$ cat src/rtl/dmem_pkg.sv
// Shared definitions for the data-memory arbiter: default widths,
// FSM state encoding and requester port indices.
package dmem_pkg;

    localparam int DMEM_AW = 6;
    localparam int DMEM_DW = 16;

    typedef enum logic [1:0] {
        IDLE   = 2'd0,
        ACCESS = 2'd1,
        DONE   = 2'd2
    } state_t;

    localparam logic PORT0 = 1'b0;
    localparam logic PORT1 = 1'b1;

endpackage

$ cat src/rtl/dmem_arbiter_if.sv
// Bus bundle between the two requesters, the arbiter and the external
// 64x16 data memory. The arbiter uses the slave view; whoever drives the
// requests and models the memory uses the master view.
interface dmem_arbiter_if #(
    parameter int AW = 6,
    parameter int DW = 16
);
    logic          r0_req;
    logic          r0_we;
    logic [AW-1:0] r0_addr;
    logic [DW-1:0] r0_wdata;
    logic          r0_ack;

    logic          r1_req;
    logic          r1_we;
    logic [AW-1:0] r1_addr;
    logic [DW-1:0] r1_wdata;
    logic          r1_ack;

    logic [DW-1:0] rdata;

    logic          mem_wr;
    logic [AW-1:0] mem_addr;
    logic [DW-1:0] mem_wdata;
    logic [DW-1:0] mem_rdata;

    modport slave (
        input  r0_req, r0_we, r0_addr, r0_wdata,
        input  r1_req, r1_we, r1_addr, r1_wdata,
        input  mem_rdata,
        output r0_ack, r1_ack, rdata,
        output mem_wr, mem_addr, mem_wdata
    );

    modport master (
        output r0_req, r0_we, r0_addr, r0_wdata,
        output r1_req, r1_we, r1_addr, r1_wdata,
        output mem_rdata,
        input  r0_ack, r1_ack, rdata,
        input  mem_wr, mem_addr, mem_wdata
    );

endinterface

$ cat src/rtl/dmem_arbiter_rr_arb2.sv
// Combinational 2-way round-robin picker. A lone request always wins;
// on a tie the port that did not win last time is chosen.
module rr_arb2
    import dmem_pkg::*;
(
    input  logic [1:0] req,
    input  logic       last,
    output logic       gnt_valid,
    output logic       gnt_idx
);

    // Select the winning port from the request pair and the last winner.
    always_comb begin
        gnt_valid = 1'b0;
        gnt_idx   = PORT0;
        case (req)
            2'b01: begin
                gnt_valid = 1'b1;
                gnt_idx   = PORT0;
            end
            2'b10: begin
                gnt_valid = 1'b1;
                gnt_idx   = PORT1;
            end
            2'b11: begin
                gnt_valid = 1'b1;
                if (last == PORT0) begin
                    gnt_idx = PORT1;
                end else begin
                    gnt_idx = PORT0;
                end
            end
            default: begin
                gnt_valid = 1'b0;
                gnt_idx   = PORT0;
            end
        endcase
    end

endmodule

$ cat src/rtl/dmem_arbiter.sv
// Two-port arbiter and access sequencer for the 64x16 data memory.
// Each grant runs IDLE -> ACCESS -> DONE: the memory port is driven from
// registers for one cycle, then the winner gets a one-cycle ack with the
// read data. Requests are ignored in DONE so a requester that drops req
// after its ack is never granted twice.
module dmem_arbiter
    import dmem_pkg::*;
#(
    parameter int AW = DMEM_AW,
    parameter int DW = DMEM_DW
) (
    input  logic           clk,
    input  logic           rst,
    dmem_arbiter_if.slave  bus
);

    state_t        state_r;
    state_t        state_next_s;
    logic          last_r;
    logic          win_r;
    logic          mem_wr_r;
    logic [AW-1:0] mem_addr_r;
    logic [DW-1:0] mem_wdata_r;
    logic [DW-1:0] rdata_r;
    logic          r0_ack_r;
    logic          r1_ack_r;

    logic          gnt_valid_s;
    logic          gnt_idx_s;
    logic          grant_s;
    logic          finish_s;
    logic          sel_we_s;
    logic [AW-1:0] sel_addr_s;
    logic [DW-1:0] sel_wdata_s;

    rr_arb2 u_rr_arb2 (
        .req       ({bus.r1_req, bus.r0_req}),
        .last      (last_r),
        .gnt_valid (gnt_valid_s),
        .gnt_idx   (gnt_idx_s)
    );

    // State register; reset returns to IDLE immediately, aborting any access.
    always_ff @(posedge clk or posedge rst) begin
        if (rst) begin
            state_r <= IDLE;
        end else begin
            state_r <= state_next_s;
        end
    end

    // Next-state logic plus the grant and completion strobes for the datapath.
    always_comb begin
        state_next_s = state_r;
        grant_s      = 1'b0;
        finish_s     = 1'b0;
        case (state_r)
            IDLE: begin
                if (gnt_valid_s) begin
                    state_next_s = ACCESS;
                    grant_s      = 1'b1;
                end else begin
                    state_next_s = IDLE;
                end
            end
            ACCESS: begin
                state_next_s = DONE;
                finish_s     = 1'b1;
            end
            DONE: begin
                state_next_s = IDLE;
            end
            default: begin
                state_next_s = IDLE;
            end
        endcase
    end

    // Route the winning requester's command towards the memory registers.
    always_comb begin
        sel_we_s    = bus.r0_we;
        sel_addr_s  = bus.r0_addr;
        sel_wdata_s = bus.r0_wdata;
        if (gnt_idx_s == PORT1) begin
            sel_we_s    = bus.r1_we;
            sel_addr_s  = bus.r1_addr;
            sel_wdata_s = bus.r1_wdata;
        end else begin
            sel_we_s    = bus.r0_we;
            sel_addr_s  = bus.r0_addr;
            sel_wdata_s = bus.r0_wdata;
        end
    end

    // Datapath: load the granted command, then close the access with an ack.
    always_ff @(posedge clk or posedge rst) begin
        if (rst) begin
            last_r      <= PORT1;
            win_r       <= PORT0;
            mem_wr_r    <= 1'b0;
            mem_addr_r  <= {AW{1'b0}};
            mem_wdata_r <= {DW{1'b0}};
            rdata_r     <= {DW{1'b0}};
            r0_ack_r    <= 1'b0;
            r1_ack_r    <= 1'b0;
        end else begin
            r0_ack_r <= 1'b0;
            r1_ack_r <= 1'b0;
            if (grant_s) begin
                mem_wr_r    <= sel_we_s;
                mem_addr_r  <= sel_addr_s;
                mem_wdata_r <= sel_wdata_s;
                win_r       <= gnt_idx_s;
                last_r      <= gnt_idx_s;
            end else if (finish_s) begin
                // Address and data stay put; only the write strobe drops.
                mem_wr_r <= 1'b0;
                if (!mem_wr_r) begin
                    rdata_r <= bus.mem_rdata;
                end else begin
                    rdata_r <= rdata_r;
                end
                r0_ack_r <= (win_r == PORT0);
                r1_ack_r <= (win_r == PORT1);
            end else begin
                mem_wr_r <= mem_wr_r;
            end
        end
    end

    assign bus.mem_wr    = mem_wr_r;
    assign bus.mem_addr  = mem_addr_r;
    assign bus.mem_wdata = mem_wdata_r;
    assign bus.rdata     = rdata_r;
    assign bus.r0_ack    = r0_ack_r;
    assign bus.r1_ack    = r1_ack_r;

endmodule

$ cat src/flat_wrapper.sv
// flat-port wrapper written by rule: the top's interface ports become plain ports
module dmem_arbiter_flat import dmem_pkg::*;
#(
    parameter int AW = DMEM_AW,
    parameter int DW = DMEM_DW
)
  (clk, rst, bus_r0_req, bus_r0_we, bus_r0_addr, bus_r0_wdata, bus_r1_req, bus_r1_we, bus_r1_addr, bus_r1_wdata, bus_mem_rdata, bus_r0_ack, bus_r1_ack, bus_rdata, bus_mem_wr, bus_mem_addr, bus_mem_wdata);
  dmem_arbiter_if #(.AW(AW), .DW(DW)) bus_i ();
  input  logic clk;
  input  logic rst;
  input wire logic [$bits(bus_i.r0_req)-1:0] bus_r0_req;
  input wire logic [$bits(bus_i.r0_we)-1:0] bus_r0_we;
  input wire logic [$bits(bus_i.r0_addr)-1:0] bus_r0_addr;
  input wire logic [$bits(bus_i.r0_wdata)-1:0] bus_r0_wdata;
  input wire logic [$bits(bus_i.r1_req)-1:0] bus_r1_req;
  input wire logic [$bits(bus_i.r1_we)-1:0] bus_r1_we;
  input wire logic [$bits(bus_i.r1_addr)-1:0] bus_r1_addr;
  input wire logic [$bits(bus_i.r1_wdata)-1:0] bus_r1_wdata;
  input wire logic [$bits(bus_i.mem_rdata)-1:0] bus_mem_rdata;
  output wire logic [$bits(bus_i.r0_ack)-1:0] bus_r0_ack;
  output wire logic [$bits(bus_i.r1_ack)-1:0] bus_r1_ack;
  output wire logic [$bits(bus_i.rdata)-1:0] bus_rdata;
  output wire logic [$bits(bus_i.mem_wr)-1:0] bus_mem_wr;
  output wire logic [$bits(bus_i.mem_addr)-1:0] bus_mem_addr;
  output wire logic [$bits(bus_i.mem_wdata)-1:0] bus_mem_wdata;
  assign bus_i.r0_req = bus_r0_req;
  assign bus_i.r0_we = bus_r0_we;
  assign bus_i.r0_addr = bus_r0_addr;
  assign bus_i.r0_wdata = bus_r0_wdata;
  assign bus_i.r1_req = bus_r1_req;
  assign bus_i.r1_we = bus_r1_we;
  assign bus_i.r1_addr = bus_r1_addr;
  assign bus_i.r1_wdata = bus_r1_wdata;
  assign bus_i.mem_rdata = bus_mem_rdata;
  assign bus_r0_ack = bus_i.r0_ack;
  assign bus_r1_ack = bus_i.r1_ack;
  assign bus_rdata = bus_i.rdata;
  assign bus_mem_wr = bus_i.mem_wr;
  assign bus_mem_addr = bus_i.mem_addr;
  assign bus_mem_wdata = bus_i.mem_wdata;
  dmem_arbiter #(.AW(AW), .DW(DW)) u_core (.clk(clk), .rst(rst), .bus(bus_i));
endmodule
$ cat config.mk
export PLATFORM = sky130hd
export DESIGN_NAME = dmem_arbiter_flat
export DESIGN_NICKNAME = d
export VERILOG_FILES = /design/src/rtl/dmem_pkg.sv /design/src/rtl/dmem_arbiter_if.sv /design/src/rtl/dmem_arbiter_rr_arb2.sv /design/src/rtl/dmem_arbiter.sv /design/src/flat_wrapper.sv
export SDC_FILE = /design/constraint.sdc
export NUM_CORES = 1
export LEC_CHECK = 0
export CORE_ASPECT_RATIO = 0.6
export CORE_MARGIN = 4
export CORE_UTILIZATION = 36
export CTS_BUF_LIST = sky130_fd_sc_hd__clkbuf_2
export DETAILED_ROUTE_END_ITERATION = 8
export PLACE_DENSITY = 0.74
export SYNTH_ARGS = -nofsm -noshare
export SYNTH_HDL_FRONTEND = slang
export SYNTH_SLANG_ARGS = --single-unit
$ cat constraint.sdc
create_clock -name clk -period 1.57 [get_ports clk]
set_input_delay 0.314 -clock clk [delete_from_list [all_inputs] [get_ports clk]]
set_output_delay 0.314 -clock clk [all_outputs]
set_load 0.02 [all_outputs]
==> flow_summary.yaml <==
power_and_ir_drop:
  p_total_mw: 5.67
  p_int_mw: 3.51
  comb_power_share: 0.559
  p_leak_nw: 1.54
  powerDensity_nw_per_um2: 1720
  p_switching_mw: 2.16
  clkPwrFrac: 0.082
  switching_share: 0.381
  ir_worst_vdd_mv: 0.834
  seqPwrFrac: 0.359
sta:
  slew_headroom: 0.794
  drv_slew: 0
  min_period_ps: 1610
  tightest_slew_ps: 309
  timing.final.ws_setup_ps: -39.6
  holdWs_ps: 134
  finalCritPeriodShare: 1.03
  skew_ps: 17.4
  fin_setup_tns_ps: -336
  setup_viol: 20
  hold_violations: 0
  grt_setup_unrepaired: "true"
  max_freq_mhz: 621
yosys:
  syn_area_per_cell_sq_um: 15.8
  synth_common_cells: "dfrtp_1, mux2_2, mux2_4"
  syn-instance-count: 128
  syn_area_sq_um: 2020
  ys.flop_type: "dfrtp_1"
  synth-seq-cells: 45
  synth_area_leader_cell: "dfrtp_1"
  ys_types: 19
  yosysMostFrequentCell: "dfrtp_1"
  yosys_warnings: 0
  seq_area_frac_synth: 0.558
  async_flop_share: 1.00
  syn-num-nets: 194
  yosysTopAreaCellShare: 0.545
  synth_edf_count: 0
  synthTopCellsByArea: "dfrtp_1, mux2_2, mux2_4, buf_6, dfstp_2"
detailed_routing:
  ant_nets: 0
  drc_errors: 0
  dr_wl_met2_um: 2220
  dr_wl_met3_um: 471
  drt-met1-wl_um: 2240
  via_per_inst: 4.67
  vias: 1465
  drtIter0Drc: 19
  top_layer: "met4"
  wl_per_cell_um: 15.9
  routed_wl_um: 4980
  firstDrtPassIters: 2
clock_tree:
  clkTransAtPathRegs_ps: 220
  cts_made_buffers: 5
  clockBufferDepth: 2
  tritoncts: "yes"
  htreeDepth: 2
  clock-sinks: 45
  clockRootBuffer: "clkbuf_2"
  clk_latency_ps: 400
finish:
  nets: 314
  final_area_sq_um: 3300
  syn_to_final_growth_pct: 63.4
  fillCellCount: 434
  drive_above_1_share: 0.339
  antenna_cells: 0
worst_setup_path:
  cpPeakStageDelay_ps: 600
  crit_chain: "a21bo_4, buf_12, mux2_4, mux2_2"
  endpoint_kind: "register"
  crit_path_top_delay_cell: "dfstp_2"
  required_ps: 1870
  critical_path_buf_inv_count: 1
  path_max_fanout: 7
  crit_type: "reg -> reg"
  start_kind: "register"
  cp.arrival_ps: 1910
  critPathTopFamily: "flip-flops"
placed_design:
  postPlaceCellArea_sq_um: 3240
  post-place-ws_ps: -385
  routabilityCongestion: 0.733
  port_buffers: 106
  dp.final_hpwl_um: 3830
global_routing:
  grt_usage: 0.150
  grt_antenna_before_repair: 0
  grt-ovfl-total: 0
  grt_max_degree: 23
  grt_pass1_vias: 1601
  grt_pass1_wl_um: 8000
status:
  violations: "setup timing"
  status: "complete, but fails checks"
min_path:
  hold_path.class: "in -> async"
floorplan:
  fp.coreArea_sq_um: 5230
  pin_count: 107
  start_util: 0.386
  num_rows: 20
  die_y_um: 66.0
  fp.dieArea_sq_um: 6910
  die_x_um: 105
job:
  maxCapViolCount: 0
[metal layers]
metal / GRT usage / up-vias
li1: - / 690
met1: 0.186 / 711
met2: 0.239 / 59
met3: 0.0654 / 5
met4: 0.0491 / 0
met5: 0 / -
[power by group through the flow]
stage	clock network (mW)	logic (mW)	registers [mW]
final	0.465	3.17	2.04
after global routing	0.529	3.39	2.13
after floorplan	0	1.20	2.73
after CTS	0.484	3.18	2.04
after global placement	0	3.44	2.07
after detailed placement	0	3.48	2.09
[layout by cell type (no fill, tap or decap)]
cell	count
buf_12	4
dfstp_2	1
nand2_1	1
and2_1	1
o21ai_2	1
a21oi_1	1
nor3_1	1
inv_1	2
mux2i_1	2
nand2b_1	1
a21o_1	1
a31oi_1	1
clkinv_1	1
dfrtp_1	44
mux2_4	25
dlygate4sd2_1	41
buf_16	1
mux2_2	35
nor2_2	1
clkdlybuf4s50_1	65
inv_2	1
nor2_1	2
buf_4	8
clkbuf_2	6
a21bo_4	1
[path summary, 6_finish.rpt]
path                                           end  slack, ps  depth (start not counted)     startpoint
min in group clk                 u_core.bus.r0_ack        470                          1   u_core.win_r
min                           u_core.bus.rdata[13]        130                          2            rst
max in group asynchronous            u_core.last_r        940                          3            rst
max                        u_core.bus.mem_wdata[6]        -40                          4  u_core.last_r
max reg2reg                u_core.bus.mem_wdata[6]        -40                          4  u_core.last_r
min reg2reg                      u_core.bus.r0_ack        470                          1   u_core.win_r
[sequential cells by signal, indices dropped and copies added, names as in the netlist]
name / count
u_core.bus.mem_wdata: 16
u_core.bus.rdata: 16
u_core.bus.mem_addr: 6
u_core.state_r: 2
u_core.bus.mem_wr: 1
u_core.bus.r0_ack: 1
u_core.bus.r1_ack: 1
u_core.last_r: 1
u_core.win_r: 1
[cell families after synthesis]
kind of cell | share of synthesized area
flip-flops | 0.558
multiplexers | 0.378
buffers and inverters | 0.0297
AND/OR/NAND/NOR | 0.0174
AO/OA/AOI/OAI | 0.0167
[final cells by class]
| cell class | instances | area (sq um) | area share |
|---|---|---|---|
| multi-input cells | 74 | 868 | 0.263 |
| flip-flops and latches | 45 | 1130 | 0.342 |
| clock buffers | 6 | 30.0 | 0.00910 |
| well taps | 66 | 82.6 | 0.0250 |
| repair buffers | 119 | 1180 | 0.357 |
| inverters | 3 | 11.3 | 0.00341 |
| clock inverters | 1 | 3.75 | 0.00114 |
[per-stage QoR]
step | utilization | instances
after CTS | 0.627 | 314
after floorplan | - | 128
after global routing | 0.631 | 314
final | 0.631 | 314
after global placement | 0.620 | 304
after detailed placement | 0.620 | 304
[timing repair]
| action | CTS | global route |
|---|---|---|
| pin swaps | 0 | 1 |
| gates cloned | 1 | 0 |
| hold buffers | 0 | 0 |
| gates resized for setup | 45 | 6 |
| setup endpoints to repair | 63 | 22 |
| buffers inserted | 2 | 0 |
[worst register-to-register path: stages (launching register included)]
cell     delay, ps
dfstp_2        600
a21bo_4        200
buf_12         160
mux2_4         300
mux2_2         260
No activity file was read; power rests on OpenSTA's default activity.
